[src/rtl/ps2_mouse_tx_ctrl.sv]
// PS/2 host-to-device byte transmitter: inhibit, start, 8 data LSB-first, odd parity, stop, ACK; PS2_TX_ACK_CHECK_EN enables the ACK check.
// Latency: every output is registered one cycle after the qualifying input (tx_start, 150us flag, falling edge, timeout).
// Backpressure: tx_start is dropped while tx_busy; the device paces the frame through its own clock edges.
module ps2_mouse_tx_ctrl (
    input  logic       clk,
    input  logic       reset,
    input  logic       tx_start,
    input  logic [7:0] tx_data,
    input  logic       falling_edge,
    input  logic       ps2_data_in,
    input  logic       timer_150us_done,
    input  logic       timer_400us_done,
    output logic       wd_clear,
    output logic       ps2_clk_oe,
    output logic       ps2_data_oe,
    output logic       tx_busy,
    output logic       tx_done,
    output logic       tx_error
);
    typedef enum logic [1:0] {
        ST_IDLE,
        ST_INHIBIT,
        ST_START,
        ST_SEND
    } state_t;

    state_t     state;
    logic [8:0] shift_q;
    logic [3:0] bit_cnt;
    logic       ack_ok;

`ifdef PS2_TX_ACK_CHECK_EN
    assign ack_ok = ~ps2_data_in;
`else
    logic unused_ack;
    assign unused_ack = ps2_data_in;
    assign ack_ok     = 1'b1;
`endif

    always_ff @(posedge clk or negedge reset) begin
        if (!reset) begin
            state       <= ST_IDLE;
            shift_q     <= 9'h1ff;
            bit_cnt     <= 4'd0;
            wd_clear    <= 1'b0;
            ps2_clk_oe  <= 1'b0;
            ps2_data_oe <= 1'b0;
            tx_busy     <= 1'b0;
            tx_done     <= 1'b0;
            tx_error    <= 1'b0;
        end else begin
            wd_clear <= 1'b0;
            tx_done  <= 1'b0;
            tx_error <= 1'b0;
            case (state)
                ST_IDLE: begin
                    if (tx_start) begin
                        shift_q    <= {~^tx_data, tx_data};
                        bit_cnt    <= 4'd0;
                        wd_clear   <= 1'b1;
                        ps2_clk_oe <= 1'b1;
                        tx_busy    <= 1'b1;
                        state      <= ST_INHIBIT;
                    end
                end
                ST_INHIBIT: begin
                    // our own clock pulldown produces an edge here, so edges are ignored
                    if (timer_150us_done) begin
                        wd_clear    <= 1'b1;
                        ps2_clk_oe  <= 1'b0;
                        ps2_data_oe <= 1'b1;
                        state       <= ST_START;
                    end
                end
                ST_START, ST_SEND: begin
                    if (falling_edge) begin
                        if (bit_cnt == 4'd10) begin
                            tx_done     <= ack_ok;
                            tx_error    <= ~ack_ok;
                            tx_busy     <= 1'b0;
                            ps2_clk_oe  <= 1'b0;
                            ps2_data_oe <= 1'b0;
                            state       <= ST_IDLE;
                        end else begin
                            // ones shifted in behind parity make the stop slot release the line
                            ps2_data_oe <= ~shift_q[0];
                            shift_q     <= {1'b1, shift_q[8:1]};
                            bit_cnt     <= bit_cnt + 4'd1;
                            state       <= ST_SEND;
                        end
                    end else if (timer_400us_done) begin
                        tx_error    <= 1'b1;
                        tx_busy     <= 1'b0;
                        ps2_clk_oe  <= 1'b0;
                        ps2_data_oe <= 1'b0;
                        state       <= ST_IDLE;
                    end
                end
                default: begin
                    tx_busy     <= 1'b0;
                    ps2_clk_oe  <= 1'b0;
                    ps2_data_oe <= 1'b0;
                    state       <= ST_IDLE;
                end
            endcase
        end
    end
endmodule

[config.mk]
export PLATFORM = sky130hd
export DESIGN_NAME = ps2_mouse_tx_ctrl
export DESIGN_NICKNAME = d
export VERILOG_FILES = /design/src/rtl/ps2_mouse_tx_ctrl.sv
export SDC_FILE = /design/constraint.sdc
export NUM_CORES = 1
export LEC_CHECK = 0
export BUFFER_PORTS_ARGS = -buffer_cell sky130_fd_sc_hd__buf_2
export CAP_MARGIN = 40
export CORE_UTILIZATION = 50
export DETAILED_ROUTE_END_ITERATION = 12
export GPL_TIMING_DRIVEN = 0
export PLACE_DENSITY = 0.72
export RECOVER_POWER = 100
export SLEW_MARGIN = 20
export SYNTH_ARGS = -nofsm -noshare
export SYNTH_HDL_FRONTEND = slang
export SYNTH_SLANG_ARGS = --single-unit
export TNS_END_PERCENT = 50
[constraint.sdc]
create_clock -name clk -period 2.1 [get_ports clk]
set_input_delay 0.105 -clock clk [delete_from_list [all_inputs] [get_ports clk]]
set_output_delay 0.105 -clock clk [all_outputs]
set_load 0.03 [all_outputs]
# == Word level (Yosys, flattened, before mapping) ==
# Index checks and enable logic that the tools add are counted.
# op_classes
n_eq_ne,10
add_sub_neg,1
bitwise_logic,1
reduce_logical,10
muxes,34
# ops
op,n
2-to-1 mux 9 bit,3
one-hot mux 9 bit (2 select lines),1
2-to-1 mux 1 bit,16
2-to-1 mux 4 bit,3
AND reduction 4 bit,3
2-to-1 mux 2 bit,5
inequality test 2 bit (second input constant),4
one-hot mux 4 bit (2 select lines),1
XNOR reduction 8 bit,1
inequality test 3 bit (second input constant),2
one-hot mux 1 bit (2 select lines),3
one-hot mux 2 bit (3 select lines),1
AND reduction 3 bit,2
adder 4 x 1 -> 4 bit (second input constant),1
== test 2 bit (second input constant),2
== test 4 bit (second input constant),1
nonzero test 2 bit,2
one-hot mux 1 bit (3 select lines),1
== test 2 x 1 -> 1 bit (second input constant),1
zero test 2 bit,1
OR reduction 2 bit,1
inverter 1 bit,1
# totals
register_bits,21
word_cells,65
in_bits,15
output_inout_bits,6

# == Depth between registers and ports, before layout ==
# depth
word_depth,4
mapped_depth,7
ltp_nobuf,6

# == Worst setup path after synthesis ==
# OpenSTA, ideal clock, no wires.
# synth_timing
kind,flip-flop to flip-flop
startpoint,reg bit_cnt[0]
endpoint,reg bit_cnt[0]
setup_time_ns,0.083
period_less_slack_ns,1.364
arrival_ns,1.282
path_stages_with_launch,7
required_ns,2.017
path_buffers,0
slack_ns,0.736
cell_sequence,dfrtp_1 inv_1 ha_1 nand3b_4 nor2b_1 or3_1 o21ai_0
# synth_between
elab_chain_cells,4
word_cells_on_any_way,7
cone_classes,1 x add/sub; 2 x eq/ne; 3 x mux; 1 x reduce/logical
# synth_rtl
element,line,text
from (decl),29,logic [3:0] bit_cnt;
from (signal assigned),88,bit_cnt <= bit_cnt + 4'd1;
adder 4 x 1 -> 4 bit,88,
2-to-1 mux 4 bit,77,if (bit_cnt == 4'd10) begin
2-to-1 mux 4 bit,76,if (falling_edge) begin
one-hot mux 4 bit (2 select lines),55,case (state)
# Parallel ways exist; a longest one is shown, timed or not. The select of a mux whose other input is x is not followed.
# A chain may end at the register's enable or synchronous reset.

# == Worst setup path after layout ==
# layout_timing
startpoint,reg bit_cnt[0]
endpoint,reg shift_q[6]
# layout_between
elab_chain_cells,3
# layout_rtl
element,line,text
== test 4 bit,77,
inequality test 2 bit (no line),-,
AND reduction 4 bit (no line),-,
to (signal assigned),58,"shift_q <= {~^tx_data, tx_data};"
to (signal assigned),87,"shift_q <= {1'b1, shift_q[8:1]};"
to (decl),28,logic [8:0] shift_q;
# Every way passes these cells.

==> impl_metrics.xml <==
<?xml version="1.0" encoding="UTF-8"?>
<metrics>
  <group name="run_status">
    <metric name="outcome" unit="">complete, no violations</metric>
  </group>
  <group name="logic_synthesis">
    <metric name="synth.top_cells.by_count" unit="">15 x sky130_fd_sc_hd__a21oi_1, 12 x sky130_fd_sc_hd__dfrtp_1, 11 x sky130_fd_sc_hd__inv_1</metric>
    <metric name="postSynth.topFlopCell" unit="">sky130_fd_sc_hd__dfrtp_1</metric>
    <metric name="synth_most_common_cell" unit="">sky130_fd_sc_hd__a21oi_1</metric>
    <metric name="synth_top_area_cell" unit="">sky130_fd_sc_hd__dfrtp_1</metric>
    <metric name="synth_top_area_share" unit="%">25.59</metric>
    <metric name="postSynthRegisterBits" unit="">21</metric>
    <metric name="synth.cell_area" unit="um2">1174</metric>
    <metric name="yosys-mux-area-fraction" unit="%">9.915</metric>
    <metric name="yosysUniqueCellTypes" unit="">31</metric>
    <metric name="postSynth.asyncResetShare" unit="%">100.0</metric>
    <metric name="synth_area_per_cell" unit="um2">10.39</metric>
    <metric name="netlist_top_cells_area" unit="">sky130_fd_sc_hd__dfrtp_1 26%, sky130_fd_sc_hd__dfstp_2 20%, sky130_fd_sc_hd__mux2_4 9.0%, sky130_fd_sc_hd__a21oi_1 6.4%, sky130_fd_sc_hd__xnor2_1 6.0%</metric>
    <metric name="synth-compound-area-share" unit="%">16.95</metric>
    <metric name="synth_seq_area_share" unit="%">45.74</metric>
    <metric name="synth_edf_count" unit="">0</metric>
    <metric name="synthSimpleGateAreaFrac" unit="%">11.83</metric>
    <metric name="synth-xor-area-share" unit="%">6.716</metric>
    <metric name="synthCells" unit="">113</metric>
    <metric name="yosys.area_share.adder" unit="%">2.132</metric>
    <metric name="synth_top_family_by_area" unit="">compound AO/OA/AOI/OAI gates</metric>
    <metric name="syn-num-nets" unit="">130</metric>
    <metric name="yosys_synthesis_warning_count" unit="">0</metric>
  </group>
  <group name="sta">
    <metric name="layout_worst_path_cycle_share" unit="%">82.88</metric>
    <metric name="tightestPinTransition" unit="ns">1.132</metric>
    <metric name="fmaxAchievable" unit="MHz">574.5</metric>
    <metric name="hold_ws" unit="ns">0.05405</metric>
    <metric name="final_max_slew_viol_count" unit="">0</metric>
    <metric name="max-slew-margin-rel" unit="%">24.53</metric>
    <metric name="timing.final.hold_violations" unit="">0</metric>
    <metric name="finalWorstPathRequiredPeriod" unit="ns">1.741</metric>
    <metric name="setup_viol_count_final" unit="">0</metric>
    <metric name="finalClockSkew" unit="ns">0.001432</metric>
    <metric name="fin_tns_setup" unit="ns">0</metric>
    <metric name="rsz0062_at_grt" unit="">no</metric>
  </group>
  <group name="worst_setup_path">
    <metric name="critical-path-max-stage-delay" unit="ns">0.60</metric>
    <metric name="critPathArrivalTime" unit="ns">1.97</metric>
    <metric name="timing.critical_path.from" unit="">bit_cnt[0]</metric>
    <metric name="path_class" unit="">reg2reg</metric>
    <metric name="cp_cell_sequence" unit="">inv_1 &gt; ha_1 &gt; nand3b_1 &gt; a21oi_1 &gt; a21oi_1</metric>
    <metric name="required" unit="ns">2.33</metric>
    <metric name="path_max_fanout" unit="">8</metric>
    <metric name="cp_common_cell" unit="">sky130_fd_sc_hd__a21oi_1</metric>
    <metric name="critPathSlowestCell" unit="">sky130_fd_sc_hd__a21oi_1</metric>
    <metric name="slack_of_the_worst_reg_to_reg_path" unit="ns">0.36</metric>
    <metric name="setup.worst_path.start_class" unit="">flip-flop</metric>
    <metric name="worst-path-buf-inv" unit="">1</metric>
    <metric name="worst_setup_path_end_kind" unit="">flip-flop</metric>
    <metric name="cpLargestDelayFamily" unit="">compound AO/OA/AOI/OAI gates</metric>
    <metric name="r2r-start" unit="">bit_cnt[0]</metric>
  </group>
  <group name="flow_run">
    <metric name="cap_violations" unit="">0</metric>
  </group>
  <group name="final_layout">
    <metric name="layout.nets" unit="">154</metric>
    <metric name="final_core_util" unit="%">58.71</metric>
    <metric name="fillCellCount" unit="">212</metric>
    <metric name="seqCellArea" unit="um2">536.8</metric>
    <metric name="finish.cell_count_without_fillers" unit="">164</metric>
    <metric name="layout-area-overhead-vs-synth" unit="%">10.66</metric>
    <metric name="multi_input_area" unit="um2">534.3</metric>
    <metric name="drive_gt1_share" unit="%">26.47</metric>
    <metric name="num_antenna_cells" unit="">0</metric>
  </group>
  <group name="drt">
    <metric name="met3_wire_len" unit="um">54</metric>
    <metric name="ant_nets" unit="">0</metric>
    <metric name="via_density_per_instance" unit="">5.463</metric>
    <metric name="vias" unit="">896</metric>
    <metric name="initial_drt_pass_iterations" unit="">4</metric>
    <metric name="drtIter0Drc" unit="">20</metric>
    <metric name="met1Wirelength" unit="mm">1.095</metric>
    <metric name="detail_route.drc_violations" unit="">0</metric>
    <metric name="wl_met2" unit="mm">1.106</metric>
    <metric name="final_routed_wirelength_across_all_metal_layers" unit="mm">2.293</metric>
    <metric name="avgRoutedWirePerCell" unit="um">13.98</metric>
    <metric name="top_layer" unit="">met4</metric>
  </group>
  <group name="clock_network">
    <metric name="cts-resized-gates" unit="">0</metric>
    <metric name="clock_insertion_delay_worst_skew" unit="ns">0.31</metric>
    <metric name="clkSlewWorstSetupHoldPaths" unit="ns">0.12</metric>
    <metric name="cts_made_buffers" unit="">3</metric>
    <metric name="clock_tree.buffer_depth" unit="">2</metric>
    <metric name="cts_num_sinks" unit="">21</metric>
    <metric name="clk_root_buffer_cell" unit="">sky130_fd_sc_hd__clkbuf_4</metric>
    <metric name="cts_tree" unit="">done</metric>
    <metric name="cts_htree_levels" unit="">1</metric>
    <metric name="hold_buffers" unit="">1</metric>
    <metric name="post-cts-setup-buffer-count" unit="">0</metric>
  </group>
  <group name="grt">
    <metric name="initial_antenna_violation_count" unit="">0</metric>
    <metric name="globalRouteOverflowTotal" unit="">0</metric>
    <metric name="grt_max_degree" unit="">22</metric>
    <metric name="grt_pass1_wl" unit="mm">3.898</metric>
    <metric name="vias_in_the_first_global_route" unit="">841</metric>
    <metric name="grt.total_usage" unit="%">20.75</metric>
  </group>
  <group name="place">
    <metric name="place_hpwl" unit="mm">1.690</metric>
    <metric name="buffer_ports.inserted" unit="">18</metric>
    <metric name="place_congestion" unit="">0.7553</metric>
    <metric name="dp.cells" unit="">159</metric>
  </group>
  <group name="floorplan">
    <metric name="coreArea" unit="um2">2212</metric>
    <metric name="floorplan.initialDensity" unit="%">53.05</metric>
    <metric name="num_io_pins" unit="">21</metric>
    <metric name="floorplan.rows" unit="">17</metric>
    <metric name="die_width" unit="um">50.45</metric>
    <metric name="die-area" unit="um2">2545</metric>
    <metric name="floorplan.die.height" unit="um">50.45</metric>
  </group>
  <group name="pwr">
    <metric name="irDropWorstVdd" unit="uV">722.4</metric>
    <metric name="power.static_leakage" unit="uW">0.0006001</metric>
    <metric name="power-per-cell-area" unit="nW/um2">1384</metric>
  </group>
  <group name="worst_hold_path">
    <metric name="min_path_type" unit="">in2reg</metric>
    <metric name="timing.hold.worst.start" unit="">timer_400us_done</metric>
  </group>
</metrics>
-- flip-flops by register name (all words and copies together) (netlist names) --
name / flops
tx_error: 1
shift_q: 9
wd_clear: 1
ps2_clk_oe: 1
bit_cnt: 4
tx_busy: 1
ps2_data_oe: 1
state: 2
tx_done: 1
-- through the flow --
step	instance area, um2	total power (uW)	worst slack [ns]
after global routing	1299	1934	0.2333
final	1299	1798	0.3595
after floorplan	1174	1435	0.7358
after CTS	1336	1850	0.5225
after detailed placement	1299	1646	0.5534
after global placement	1299	1604	0.5950
-- cells by family after synthesis --
| kind of cell | Yosys count |
|---|---|
| flip-flops | 21 |
| adder cells (fa/ha/maj) | 2 |
| AO/OA/AOI/OAI | 34 |
| multiplexers | 8 |
| XOR/XNOR | 9 |
| buffers and inverters | 16 |
| AND/OR/NAND/NOR | 23 |
-- power by group --
part | leakage (uW) | switching, uW | total [uW] | internal, uW
clock | 0.0000177 | 131 | 202 | 71.2
combinational | 0.000334 | 451 | 816 | 365
sequential | 0.000248 | 138 | 780 | 642
total | 0.000600 | 720 | 1800 | 1080
-- layout by cell type (no fill, tap or decap) --
cell type and instances:
sky130_fd_sc_hd__a21oi_1 16, sky130_fd_sc_hd__buf_2 13, sky130_fd_sc_hd__dfrtp_1 12, sky130_fd_sc_hd__inv_1 11, sky130_fd_sc_hd__clkbuf_1 9, sky130_fd_sc_hd__dfstp_2 9, sky130_fd_sc_hd__o22ai_1 8, sky130_fd_sc_hd__xnor2_1 8
sky130_fd_sc_hd__nor2_1 7, sky130_fd_sc_hd__mux2_4 7, sky130_fd_sc_hd__o21ai_0 5, sky130_fd_sc_hd__nand2_1 4, sky130_fd_sc_hd__nand3b_1 3, sky130_fd_sc_hd__clkbuf_4 3, sky130_fd_sc_hd__a22oi_1 2, sky130_fd_sc_hd__nor3_1 2
sky130_fd_sc_hd__ha_1 2, sky130_fd_sc_hd__nand2b_1 1, sky130_fd_sc_hd__buf_8 1, sky130_fd_sc_hd__and3b_1 1, sky130_fd_sc_hd__nand3_1 1, sky130_fd_sc_hd__or2_2 1, sky130_fd_sc_hd__o311ai_0 1, sky130_fd_sc_hd__a21o_1 1
sky130_fd_sc_hd__nand4_1 1, sky130_fd_sc_hd__nor2b_1 1, sky130_fd_sc_hd__or3_1 1, sky130_fd_sc_hd__xor2_1 1, sky130_fd_sc_hd__a32oi_1 1, sky130_fd_sc_hd__mux2_2 1, sky130_fd_sc_hd__clkinv_2 1, sky130_fd_sc_hd__dlygate4sd3_1 1
-- path summary, 6_finish.rpt --
check                                   end  depth (start not counted)
worst min-delay path               tx_error                          2
worst max-delay path             shift_q[6]                          5
worst min register to register   shift_q[5]                          2
min in group asynchronous        bit_cnt[1]                          2
max in group asynchronous       ps2_data_oe                          2
worst max register to register   shift_q[6]                          5
-- worst register-to-register path, stage by stage (launching register included) --
cell	delay (ns)
sky130_fd_sc_hd__dfrtp_1	0.43
sky130_fd_sc_hd__inv_1	0.09
sky130_fd_sc_hd__ha_1	0.15
sky130_fd_sc_hd__nand3b_1	0.21
sky130_fd_sc_hd__a21oi_1	0.60
sky130_fd_sc_hd__a21oi_1	0.18
-- cell type report --
| class | instances | area share, % |
|---|---|---|
| sequential | 21 | 41.33 |
| multi-input combinational | 76 | 41.14 |
| timing repair buffer | 19 | 7.033 |
| inverter | 11 | 3.179 |
| tap | 28 | 2.697 |
| buffer | 5 | 2.505 |
| clock buffer | 3 | 1.734 |
| clock inverter | 1 | 0.3854 |
-- metal layers --
metal / global-route usage, % / vias up
li1: - / 437
met1: 29.09 / 436
met2: 32.22 / 18
met3: 2.727 / 5
met4: 8.333 / 0
met5: 0 / -
Note: power is estimated with default switching activity, not from simulation.
